[src/rtl/divisor_sequencial_if.sv]
// Operand/result bundle for the sequential divider.
// Handshake: Inicio is honoured only while the divider is idle (no queueing, no
// backpressure); Pronto pulses for exactly one cycle when Quociente/Resto/DivZero update.
interface divisor_sequencial_if #(
    parameter int WIDTH = 4
);
    logic             Inicio;
    logic [WIDTH-1:0] Dividendo;
    logic [WIDTH-1:0] Divisor;
    logic [WIDTH-1:0] Quociente;
    logic [WIDTH-1:0] Resto;
    logic             Pronto;
    logic             Ocupado;
    logic             DivZero;
    logic [1:0]       dbg_state;

    modport master (
        output Inicio, Dividendo, Divisor,
        input  Quociente, Resto, Pronto, Ocupado, DivZero, dbg_state
    );

    modport slave (
        input  Inicio, Dividendo, Divisor,
        output Quociente, Resto, Pronto, Ocupado, DivZero, dbg_state
    );
endinterface

[src/rtl/divisor_sequencial.sv]
// Unsigned restoring shift-subtract divider: one quotient bit per clock over WIDTH cycles.
// Divide-by-zero returns all-ones quotient and the dividend as remainder.
module divisor_sequencial #(
    parameter int WIDTH = 4
) (
    input logic                clk,
    input logic                rst_n,
    divisor_sequencial_if.slave bus
);
    localparam int CW = $clog2(WIDTH + 1);

    typedef enum logic [1:0] {
        S_IDLE = 2'd0,
        S_CALC = 2'd1,
        S_DONE = 2'd2
    } state_t;

    state_t           r_state;
    logic [WIDTH-1:0] r_q;
    logic [WIDTH-1:0] r_r;
    logic [WIDTH-1:0] r_b;
    logic [CW-1:0]    r_cnt;
    logic [WIDTH-1:0] r_quoc;
    logic [WIDTH-1:0] r_resto;
    logic             r_pronto;
    logic             r_ocupado;
    logic             r_divzero;

    logic [WIDTH-1:0] w_shift_lo;
    logic             w_ge;
    logic [WIDTH-1:0] w_r_next;
    logic [WIDTH-1:0] w_q_next;

    // The shifted partial remainder is WIDTH+1 bits wide; its top bit is r_r's MSB.
    // When that bit is set the value already exceeds any divisor, and the true
    // difference is below the divisor, so a WIDTH-bit subtract is exact.
    assign w_shift_lo = {r_r[WIDTH-2:0], r_q[WIDTH-1]};
    assign w_ge       = r_r[WIDTH-1] | (w_shift_lo >= r_b);
    assign w_r_next   = w_ge ? (w_shift_lo - r_b) : w_shift_lo;
    assign w_q_next   = {r_q[WIDTH-2:0], w_ge};

    always_ff @(posedge clk) begin
        if (!rst_n) begin
            r_state   <= S_IDLE;
            r_q       <= '0;
            r_r       <= '0;
            r_b       <= '0;
            r_cnt     <= '0;
            r_quoc    <= '0;
            r_resto   <= '0;
            r_pronto  <= 1'b0;
            r_ocupado <= 1'b0;
            r_divzero <= 1'b0;
        end else begin
            case (r_state)
                S_IDLE: begin
                    r_pronto <= 1'b0;
                    if (bus.Inicio) begin
                        if (bus.Divisor != '0) begin
                            r_q       <= bus.Dividendo;
                            r_r       <= '0;
                            r_b       <= bus.Divisor;
                            r_cnt     <= CW'(WIDTH);
                            r_ocupado <= 1'b1;
                            r_state   <= S_CALC;
                        end else begin
                            r_quoc    <= '1;
                            r_resto   <= bus.Dividendo;
                            r_divzero <= 1'b1;
                            r_pronto  <= 1'b1;
                            r_state   <= S_DONE;
                        end
                    end
                end
                S_CALC: begin
                    r_q   <= w_q_next;
                    r_r   <= w_r_next;
                    r_cnt <= r_cnt - CW'(1);
                    if (r_cnt == CW'(1)) begin
                        r_quoc    <= w_q_next;
                        r_resto   <= w_r_next;
                        r_divzero <= 1'b0;
                        r_pronto  <= 1'b1;
                        r_ocupado <= 1'b0;
                        r_state   <= S_DONE;
                    end
                end
                S_DONE: begin
                    r_pronto <= 1'b0;
                    r_state  <= S_IDLE;
                end
                default: begin
                    r_pronto  <= 1'b0;
                    r_ocupado <= 1'b0;
                    r_state   <= S_IDLE;
                end
            endcase
        end
    end

    assign bus.Quociente = r_quoc;
    assign bus.Resto     = r_resto;
    assign bus.Pronto    = r_pronto;
    assign bus.Ocupado   = r_ocupado;
    assign bus.DivZero   = r_divzero;
    assign bus.dbg_state = r_state;
endmodule

[src/flat_wrapper.sv]
// flat-port wrapper written by rule: the top's interface ports become plain ports
module divisor_sequencial_flat 
#(
    parameter int WIDTH = 4
)
  (clk, rst_n, bus_Inicio, bus_Dividendo, bus_Divisor, bus_Quociente, bus_Resto, bus_Pronto, bus_Ocupado, bus_DivZero, bus_dbg_state);
  divisor_sequencial_if #(.WIDTH(WIDTH)) bus_i ();
  input logic clk;
  input logic rst_n;
  input wire logic [$bits(bus_i.Inicio)-1:0] bus_Inicio;
  input wire logic [$bits(bus_i.Dividendo)-1:0] bus_Dividendo;
  input wire logic [$bits(bus_i.Divisor)-1:0] bus_Divisor;
  output wire logic [$bits(bus_i.Quociente)-1:0] bus_Quociente;
  output wire logic [$bits(bus_i.Resto)-1:0] bus_Resto;
  output wire logic [$bits(bus_i.Pronto)-1:0] bus_Pronto;
  output wire logic [$bits(bus_i.Ocupado)-1:0] bus_Ocupado;
  output wire logic [$bits(bus_i.DivZero)-1:0] bus_DivZero;
  output wire logic [$bits(bus_i.dbg_state)-1:0] bus_dbg_state;
  assign bus_i.Inicio = bus_Inicio;
  assign bus_i.Dividendo = bus_Dividendo;
  assign bus_i.Divisor = bus_Divisor;
  assign bus_Quociente = bus_i.Quociente;
  assign bus_Resto = bus_i.Resto;
  assign bus_Pronto = bus_i.Pronto;
  assign bus_Ocupado = bus_i.Ocupado;
  assign bus_DivZero = bus_i.DivZero;
  assign bus_dbg_state = bus_i.dbg_state;
  divisor_sequencial #(.WIDTH(WIDTH)) u_core (.clk(clk), .rst_n(rst_n), .bus(bus_i));
endmodule
[config.mk]
export PLATFORM = sky130hd
export DESIGN_NAME = divisor_sequencial_flat
export DESIGN_NICKNAME = d
export VERILOG_FILES = /design/src/rtl/divisor_sequencial_if.sv /design/src/rtl/divisor_sequencial.sv /design/src/flat_wrapper.sv
export SDC_FILE = /design/constraint.sdc
export NUM_CORES = 1
export LEC_CHECK = 0
export CAP_MARGIN = 20
export CORE_MARGIN = 1
export CORE_UTILIZATION = 47
export DETAILED_ROUTE_END_ITERATION = 7
export PLACE_DENSITY = 0.75
export SETUP_SLACK_MARGIN = 0.15
export SYNTH_ARGS = -nofsm -noshare
export SYNTH_HDL_FRONTEND = slang
export SYNTH_SLANG_ARGS = --single-unit
[constraint.sdc]
create_clock -name clk -period 2 [get_ports clk]
set_clock_uncertainty 0.05 [all_clocks]
set_input_delay 0.4 -clock clk [delete_from_list [all_inputs] [get_ports clk]]
set_output_delay 0.4 -clock clk [all_outputs]
set_load 0.02 [all_outputs]
==> impl.org <==
** Drt
- The routed layout has 1,291 vias.
- Violation count after the first detailed-route iteration :: 55
- Wirelength, routed :: 3380 um
- For this run, design rule violations remaining after detail routing come to 4.
- Remaining antenna violation count :: 0
- Number of search-and-repair iterations in the first detailed-routing pass :: 6
- Via-per-instance ratio :: 5.638
- Routed WL per cell :: 14.76 um

** Status
- The final reports fail on DRC.
- The run finished, with violations left.

** STA
- Static timing analysis puts the maximum clock frequency at 0.5081 GHz.
- The routed design could run at a clock period as short as 1968 ps.
- Least-Margin Pin Slew :: 290.3 ps
- Setup violations remaining at the end of the flow were counted as 0.
- Max-slew violation count :: 0
- Headroom to the max-slew limit came out at 80.47%.
- Unrepaired setup endpoints after global routing :: true
- Final cycle utilization of the critical path :: 98.41%
- Final count of hold timing violations :: 0

** Clock network
- The clock reaches the later pin of the worst-skew pair after 340 ps.
- Clock buffers created by TritonCTS :: 3
- TritonCTS clock tree :: yes
- Clock slew at the register clock pins of the worst setup and hold paths :: 160 ps
- Total number of H-tree levels :: 1
- CTS hold repair buffers :: 0
- Maximum root-to-sink buffer count :: 2
- CTS Root Cell :: sky130_fd_sc_hd__clkbuf_4
- Total number of clock tree sinks :: 28

** Floorplanning
- Total core area :: 2829 um2
- Initial cell density of the core :: 50.60%
- Row count :: 19
- Number of primary I/O pins :: 24
- Total Die Area :: 3270 um2
- In this run the horizontal extent of the chip is 57.19 um.
- Measured along the y axis, the die boundary spans 57.19 um.

** Logic synthesis
- Syn_nets :: 174
- Mean post-synth cell area :: 9.175 um2
- Synthesized instance count :: 156
- Of all flip-flops after synthesis, the portion carrying an async set or reset was 0%.
- EDFF count, synth :: 0
- The number of different library cells used by synthesis comes to 42.
- The mapped netlist covers 1431 um2.
- Yosys warnings :: 0
- For this run, the leading register cell type out of synthesis is sky130_fd_sc_hd__dfxtp_1.
- After synthesis, flip-flops and latches occupy 39.16% of the total area.
- Number of register bits inferred by synthesis :: 28

** Layout
- Final cell count without fillers :: 229
- After the last flow step, the layout net total stands at 217.
- Commonest non-fill, non-tap cell in the layout :: sky130_fd_sc_hd__dfxtp_1
- In the layout the commonest cells are sky130_fd_sc_hd__dfxtp_1, sky130_fd_sc_hd__buf_4, sky130_fd_sc_hd__nand2_1.
- After routing the design area is 1966 um2.
- Number of antenna diodes :: 0
- Share of post-route cells with drive strength above 1 :: 24.75%
- Layout-stage area growth over the synthesis result :: 37.33%

** Hold path
- The worst hold path begins at bus_Divisor[2].
- The tightest min-delay check is of the input pin to flip-flop type.
- Counting instances, the worst hold path has a depth of 4.
- Min-Delay Endpoint :: u_core.r_b[2]

** Power and ir drop
- For this design the static power due to leakage is 0.9118 nW.
- IR analysis of the VDD net gives a maximum drop of 0.5294 mV.
- In this run the power density over the cells is 756.4 nW/um2.

** Worst setup path
- FF-to-FF End :: u_core.bus.Resto[1]
- Crit path max fanout :: 5
- Crit start category :: flip-flop
- For flop-to-flop paths, the worst setup slack is 30 ps.
- Worst R2R Path Depth :: 8
- Setup crit end kind :: flip-flop
- Setup Crit Path Kind :: flip-flop to flip-flop
- The startpoint identified for the worst register-to-register timing path is u_core.r_q[3].
- At the worst endpoint, the required time is 2230 ps.
- Arr. time, crit path :: 2200 ps

** Place
- At the end of routability-driven placement, the weighted congestion stood at 0.7820.
- Summed over all nets, the half-perimeter wirelength after detailed placement is 2447 um.
- After detailed placement, the design holds a cell count of 219.
- Placed instance area :: 1814 um2
- Input/output buffers :: 23

** Global routing
- Pin count of the biggest net entering global routing :: 23
- The first global-routing pass estimated 5658 um of wire.
- Summed over all layers, the global routing overflow is 0.
- GR met1 Demand/Resource :: 27.50%
- The global routing stage identified its most utilized layer as met2.
- The number of global-route vias before repair is 1,319.
- Global Route Usage Sum :: 21.96%
- Global Route met2 Usage :: 38.66%
- Antenna violations before repair :: 0
- In the global route stage, met3 resource usage came out at 2.948%.

** Run
- Across the run, the number of max-cap violations was 0.
[state kept, by name (all words and copies together), names as in the netlist]
register              cells
u_core.bus.Quociente      4
u_core.r_cnt              3
u_core.bus.Pronto         1
u_core.bus.Resto          4
u_core.bus.Ocupado        1
u_core.r_q                4
u_core.r_r                4
u_core.r_b                4
u_core.bus.DivZero        1
u_core.bus.dbg_state      2
[layout make-up]
type,count,area (um2)
Inverter,11,41.29
Tap cell,31,38.79
Clock inverter,1,30.03
Clock buffer,3,22.52
Fill cell,210,863.3
Sequential cell,28,565.5
Multi-Input combinational cell,109,845.8
Timing Repair Buffer,46,421.7
[how the worst max path moves through the flow]
stage,endpoint,slack (ps),depth (start not counted),start
2_1_floorplan,u_core.bus.Resto[1],100,8,u_core.r_q[3]
3_3_place_gp,u_core.bus.Resto[0],-190,6,bus_Divisor[3]
3_5_place_dp,u_core.bus.Resto[0],-260,6,bus_Divisor[3]
4_1_cts,u_core.bus.Resto[2],40,8,u_core.r_q[3]
5_1_grt,u_core.bus.Resto[3],-90,9,u_core.r_q[3]
6_report,u_core.bus.Resto[1],30,8,u_core.r_q[3]
[logic make-up after synthesis]
family          count (synthesis)  share of synthesized area, %
fa+ha+maj                       7                         6.643
flops                          28                         39.16
xor+xnor                        1                        0.6120
compound gates                 42                         22.90
mux                             7                         5.070
simple gates                   52                         19.41
buf+inv                        19                         6.206
[critical path, cell delays in order, from the launching register on]
cell and delay (ps):
sky130_fd_sc_hd__dfxtp_2 360, sky130_fd_sc_hd__inv_2 90, sky130_fd_sc_hd__ha_4 140, sky130_fd_sc_hd__inv_2 30
sky130_fd_sc_hd__fa_2 330, sky130_fd_sc_hd__a21o_1 190, sky130_fd_sc_hd__a31oi_4 260, sky130_fd_sc_hd__mux2_4 340
sky130_fd_sc_hd__a31oi_1 120
[power breakdown]
group          switching, mW  leakage (nW)  total (mW)  internal, mW
sequential            0.0424         0.231       0.652         0.610
clock                  0.176        0.0279       0.379         0.203
combinational          0.220         0.653       0.456         0.236
total                  0.438         0.912        1.49          1.05
[metrics by stage]
stage	setup TNS [ps]	setup slack, ps	total power, mW	hold slack [ps]	utilization [%]
after detailed placement	-3036	-260.8	1.079	422.7	64.13
final	0	31.81	1.487	439.4	69.48
after global placement	-2217	-188.2	1.064	407.2	64.13
after CTS	0	37.19	1.470	451.9	66.96
after floorplan	0	95.45	0.9238	395.2	-
after global routing	-427.9	-85.70	1.571	435.3	69.48
[metal layers]
metal  wire length (um)  vias to the layer above  share of wire [%]
li1                   -                      645                  -
met1               1536                      618                 45
met2               1701                       22                 50
met3                104                        6                3.1
met4                 37                        0                1.1
met5                  0                        -                  0
[Yosys cell counts, drive strengths merged (2+ instances only)]
cell type	instances	area (um2)
clkbuf	4	15.01
o21ai	9	45.04
nand3	5	25.02
mux2i	5	50.05
buf	4	32.53
a21oi	5	25.02
and3	2	12.51
o221a	3	33.78
a31o	2	17.52
nand3b	2	15.01
mux2	2	22.52
and2	2	12.51
a21boi	3	22.52
o211a	4	40.04
inv	11	41.29
dfxtp	28	560.5
nand2	18	67.56
nand2b	5	31.28
nor2	5	18.77
nor2b	7	43.79
a31oi	6	43.79
ha	6	75.07
a21o	2	15.01
[timing repair]
item,CTS,global route
pin swaps,4,3
buffers inserted,3,2
gates resized for setup,5,12
setup endpoints to repair,12,15
endpoints found under the hold margin,0,0
gates cloned,0,1
No activity file was read; power rests on OpenSTA's default activity.
